--- config.mk ---
export PLATFORM = sky130hd
export DESIGN_NAME = vector_store_serializer
export DESIGN_NICKNAME = d
export VERILOG_FILES = /design/src/rtl/vector_store_serializer.sv
export SDC_FILE = /design/constraint.sdc
export NUM_CORES = 1
export LEC_CHECK = 0
export ABC_CLOCK_PERIOD_IN_PS = 2200
export CORE_MARGIN = 10
export CORE_UTILIZATION = 46
export CTS_BUF_LIST = sky130_fd_sc_hd__clkbuf_4 sky130_fd_sc_hd__clkbuf_8
export CTS_CLUSTER_SIZE = 10
export DETAILED_ROUTE_END_ITERATION = 8
export HOLD_SLACK_MARGIN = 0.05
export PLACE_DENSITY_LB_ADDON = 0.12
export SYNTH_ARGS = -nofsm -noshare
export SYNTH_HDL_FRONTEND = slang
export SYNTH_SLANG_ARGS = --single-unit
--- constraint.sdc ---
create_clock -name clk -period 2.2 [get_ports clk]
set_input_delay 0.66 -clock clk [delete_from_list [all_inputs] [get_ports clk]]
set_output_delay 0.66 -clock clk [all_outputs]
set_load 0.01 [all_outputs]
--- src/rtl/vector_store_serializer.sv ---
`default_nettype none
// ============================================================================
// Module   : vector_store_serializer
// Brief    : Captures a 256-bit vector register and writes it out as 8 x 32-bit
//            beats on a valid/ready memory write port, lowest word first.
// Revision : 1.0 - initial release
// ============================================================================
module vector_store_serializer #(
    parameter int N         = 256,
    parameter int W         = 32,
    parameter int ADDR_STEP = 4
) (
    input  logic            clk,
    input  logic            rst,
    input  logic            start,
    input  logic [N-1:0]    vec_data,
    input  logic [31:0]     base_addr,
    input  logic            mem_ready,
    output logic            mem_we,
    output logic [31:0]     mem_addr,
    output logic [W-1:0]    mem_wdata,
    output logic            busy,
    output logic            done
);

    // N must be an integer multiple of W.
    localparam int                BEATS      = N / W;
    localparam int                CNT_W      = (BEATS > 1) ? $clog2(BEATS) : 1;
    localparam logic [CNT_W-1:0]  c_last_cnt = CNT_W'(BEATS - 1);
    localparam logic [31:0]       c_step     = 32'(ADDR_STEP);

    typedef enum logic [1:0] {
        S_IDLE = 2'd0,
        S_SEND = 2'd1,
        S_DONE = 2'd2
    } state_t;

    state_t             r_state;
    state_t             w_state_nxt;
    logic [N-1:0]       r_buf;
    logic [N-1:0]       w_buf_nxt;
    logic [31:0]        r_addr;
    logic [31:0]        w_addr_nxt;
    logic [CNT_W-1:0]   r_cnt;
    logic [CNT_W-1:0]   w_cnt_nxt;
    logic               w_xfer;

    always_ff @(posedge clk) begin
        if (rst) begin
            r_state <= S_IDLE;
            r_buf   <= '0;
            r_addr  <= '0;
            r_cnt   <= '0;
        end else begin
            r_state <= w_state_nxt;
            r_buf   <= w_buf_nxt;
            r_addr  <= w_addr_nxt;
            r_cnt   <= w_cnt_nxt;
        end
    end

    assign w_xfer = (r_state == S_SEND) && mem_ready;

    always_comb begin
        w_state_nxt = r_state;
        w_buf_nxt   = r_buf;
        w_addr_nxt  = r_addr;
        w_cnt_nxt   = r_cnt;
        case (r_state)
            S_IDLE: begin
                if (start) begin
                    w_buf_nxt   = vec_data;
                    w_addr_nxt  = base_addr;
                    w_cnt_nxt   = '0;
                    w_state_nxt = S_SEND;
                end
            end
            S_SEND: begin
                if (w_xfer) begin
                    // Address arithmetic wraps naturally at 2^32.
                    w_buf_nxt  = r_buf >> W;
                    w_addr_nxt = r_addr + c_step;
                    w_cnt_nxt  = r_cnt + 1'b1;
                    if (r_cnt == c_last_cnt) begin
                        w_state_nxt = S_DONE;
                    end
                end
            end
            S_DONE: begin
                w_state_nxt = S_IDLE;
            end
            default: begin
                w_state_nxt = S_IDLE;
            end
        endcase
    end

    // Outputs depend only on registered state; beat fields read as zero outside SEND.
    assign mem_we    = (r_state == S_SEND);
    assign mem_addr  = mem_we ? r_addr : '0;
    assign mem_wdata = mem_we ? r_buf[W-1:0] : '0;
    assign busy      = (r_state == S_SEND) || (r_state == S_DONE);
    assign done      = (r_state == S_DONE);

endmodule
`default_nettype wire

==> flow_metrics.py <==
metrics = {
    "synthesis": {
        "ys_ff_latch": 293,
        "syn_avg_cell_area_um2": 9.19,
        "netlist_instances": 1463,
        "syn-cell-area_mm2": 0.0135,
        "synth_area_leaders": "dfxtp_1, mux2i_1, a211oi_1",
        "yosysTopAreaCell": "dfxtp_1",
        "synth_top_cell_area_share_pct": 43.6,
        "post-synth-top-count-cell": "dfxtp_1",
        "yosysSeqAreaShare_pct": 43.6,
        "synth_edf_count": 0,
        "ys_warn_count": 0,
        "synth_nets": 1762,
        "synth_common_cells": "dfxtp_1, nor2_1, a211oi_1",
        "synthArstFlopShare_pct": 0,
        "yosysUniqueCellTypes": 50,
        "synth_ff_type": "dfxtp_1",
    },
    "cts": {
        "htree_levels": 2,
        "holdBufCountCts": 0,
        "insertion_delay_ns": 0.58,
        "clockBufferDepth": 3,
        "clkTransAtPathRegs_ns": 0.06,
        "clockRootBuffer": "clkbuf_8",
        "cts_num_sinks": 293,
        "cts_buffers": 51,
        "cts_tree": "built",
    },
    "power_and_ir_drop": {
        "power_frac_seq_pct": 32.6,
        "netSwitchingPower_mw": 7.50,
        "p_sw_share_pct": 34.3,
        "p_leak_nw": 9.07,
        "pwr-share-clk_pct": 24.9,
        "ir_drop_v": 0.000526,
        "p_per_area_mw_per_mm2": 933,
        "p_int_mw": 14.3,
        "p_comb_share_pct": 42.5,
    },
    "setup_path": {
        "cp.required_ns": 1.54,
        "critPathKind": "reg2out",
        "max_stage_delay_ns": 0.33,
        "slowest_stage": "dfxtp_2",
        "worstPathMaxFanout": 8,
        "startpoint": "r_state[1]$_SDFFE_PP0P_",
        "reg2reg_from": "r_state[1]$_SDFFE_PP0P_",
        "r2r-end": "r_buf[23]$_SDFFE_PP0P_",
        "cp-end-kind": "output pin",
        "timing.critical_path.to": "mem_wdata[18]",
        "worstPathArrival_ns": 1.90,
        "cpMostUsedCell": "buf_12",
        "reg2reg_depth": 15,
        "rrSetupSlack_ns": -0.31,
        "path_cells": "inv_2 > ha_4 > buf_12 > buf_8 > buf_12 > buf_12 > and2_4 > buf_6",
        "start_kind": "register",
    },
    "final_layout": {
        "drive_gt1_share_pct": 37.6,
        "design_area_mm2": 0.0234,
        "nNetsFinal": 2285,
        "postLayoutCoreUtil_pct": 81.4,
        "synthToLayoutAreaGrowth_pct": 74.1,
    },
    "timing": {
        "maxSlewHeadroom_pct": 56.1,
        "rsz0062_at_grt": "true",
        "fmaxAchievable_mhz": 391,
        "tns_ns": -51.41,
        "holdWs_ns": 0.458,
        "min_period_over_period_pct": 116,
        "max_slew.worst_pin.slew_ns": 0.659,
        "finalWorstSetupSlack_ns": -0.357,
        "finalClockSkew_ns": 0.0260,
        "hold_viol_final": 0,
        "final-max-slew-violation-count": 0,
        "setup_viol": 325,
        "fin_crit_ns": 2.56,
    },
    "floorplanning": {
        "core_mm2": 0.0288,
        "initial_utilization_pct": 46.7,
        "rows": 62,
        "dieWidth_um": 191,
        "io-pin-count": 359,
        "die_h_um": 191,
        "dieArea_mm2": 0.0365,
    },
    "grt": {
        "grt_pass1_wl_mm": 78.1,
        "grt-ovfl-total": 0,
        "grt_max_degree": 67,
        "grt_usage_pct": 26.8,
        "grt_pass1_vias": 13500,
        "antenna_found_initial": 15,
    },
    "placement": {
        "hpwl_mm": 31.9,
        "gp_congestion": 0.898,
        "placed_cell_area_mm2": 0.0179,
        "port-buffer-count": 358,
    },
    "detailed_routing": {
        "drtIter0Drc": 1119,
        "wirelength_mm": 59.7,
        "drc": 0,
        "via_per_inst": 5.87,
        "wl_per_cell_um": 24.7,
        "first_pass_iters": 5,
        "vias": 14200,
        "antenna_left": 0,
    },
    "flow_run": {
        "maxCapViolCount": 0,
    },
    "status": {
        "outcome": "complete, but fails checks",
        "violations": "negative setup slack",
    },
    "worst_hold_path": {
        "hold_path.class": "reg2reg",
    },
}
## worst min-delay path by stage
stage / depth (start not counted) / slack, ns / endpoint / from
floorplan: 2 / 0.43 / r_addr[0]$_SDFFE_PP0P_ / r_addr[0]$_SDFFE_PP0P_
global placement: 2 / 0.44 / r_addr[1]$_SDFFE_PP0P_ / r_addr[1]$_SDFFE_PP0P_
detailed placement: 2 / 0.45 / r_addr[0]$_SDFFE_PP0P_ / r_addr[0]$_SDFFE_PP0P_
CTS: 2 / 0.46 / r_addr[0]$_SDFFE_PP0P_ / r_addr[0]$_SDFFE_PP0P_
global route: 2 / 0.48 / r_addr[0]$_SDFFE_PP0P_ / r_addr[0]$_SDFFE_PP0P_
finish: 2 / 0.46 / r_addr[0]$_SDFFE_PP0P_ / r_addr[0]$_SDFFE_PP0P_
## power by group through the flow
stage	clock network (mW)	registers [mW]	logic, mW
after floorplan	0	6.75	3.17
after CTS	5.38	6.91	7.20
after global placement	0	6.94	4.87
after detailed placement	0	6.98	4.96
final	5.44	7.12	9.28
after global routing	5.69	7.19	9.72
## cell usage in the layout (no fill, tap or decap), types with 8 or more instances in the layout
| cell type | n |
|---|---|
| a211oi_1 | 44 |
| a211oi_2 | 182 |
| a21oi_1 | 19 |
| a22oi_1 | 35 |
| a311oi_1 | 9 |
| and2_1 | 32 |
| and2_4 | 30 |
| buf_12 | 53 |
| buf_16 | 24 |
| buf_2 | 35 |
| buf_4 | 85 |
| buf_6 | 77 |
| buf_8 | 27 |
| clkbuf_16 | 18 |
| clkbuf_4 | 22 |
| clkbuf_8 | 61 |
| clkdlybuf4s50_1 | 290 |
| dfxtp_1 | 291 |
| diode_2 | 14 |
| inv_1 | 12 |
| mux2i_1 | 229 |
| nand2_1 | 17 |
| nand3_1 | 10 |
| nand4_1 | 8 |
| nor2_1 | 182 |
| nor2_2 | 38 |
| nor2_4 | 60 |
| nor2b_1 | 9 |
| o21ai_0 | 13 |
## worst max-delay path, delay by kind of cell (launching register included)
kind                       cells  cell delay [ns]
DFF                            1             0.33
and+or+nand+nor                1             0.13
buffers and inverters          6             0.68
adders and majority gates      1             0.16
## sequential cells by signal, summed over array words and instances, names as in the netlist
name / cells
r_buf: 256
r_addr: 32
r_cnt: 3
r_state: 2
## per-layer routing
metal | wire, um | GRT usage, %
met4 | 2310 | 8.54
met1 | 23300 | 32.7
met2 | 28400 | 44.1
met3 | 5700 | 8.36
met5 | 31 | 0
## logic make-up (layout without fill, tap and decap cells)
logic type	count (synthesis)	in the layout	share of synthesized area [%]
AOI/OAI and AO/OA	356	356	19.4
buffers and inverters	155	713	4.70
DFF	293	293	43.6
xor gates and xnor gates	1	1	0.0651
adders and majority gates	7	7	0.651
muxes	233	233	17.4
and+or+nand+nor	418	418	14.2
other	0	14	0
## layout make-up
| class | instances | area, um^2 |
|---|---|---|
| antenna | 14 | 35.0 |
| clock buffer | 83 | 1000 |
| clock inverter | 5 | 81.3 |
| fill | 1698 | 5360 |
| inverter | 15 | 60.1 |
| multi-input combinational | 1015 | 8690 |
| sequential | 293 | 5870 |
| tap | 384 | 480 |
| timing repair buffer | 610 | 7190 |
## repair_timing
item / in CTS / in global routing
gates resized for setup: 496 / 400
gates cloned: 39 / 23
buffers inserted: 61 / 64
pin swaps: 103 / 129
setup endpoints to repair: 304 / 356
## per-stage QoR
| step | setup slack (ns) | instances | power (mW) |
|---|---|---|---|
| 4_1_cts | -0.332 | 2344 | 19.5 |
| 3_5_place_dp | -0.432 | 2158 | 11.9 |
| 5_1_grt | -0.403 | 2414 | 22.6 |
| 6_report | -0.357 | 2419 | 21.8 |
| 2_1_floorplan | 0.0157 | 1463 | 9.93 |
| 3_3_place_gp | -0.333 | 2158 | 11.8 |
Note: power is estimated with default switching activity, not from simulation.
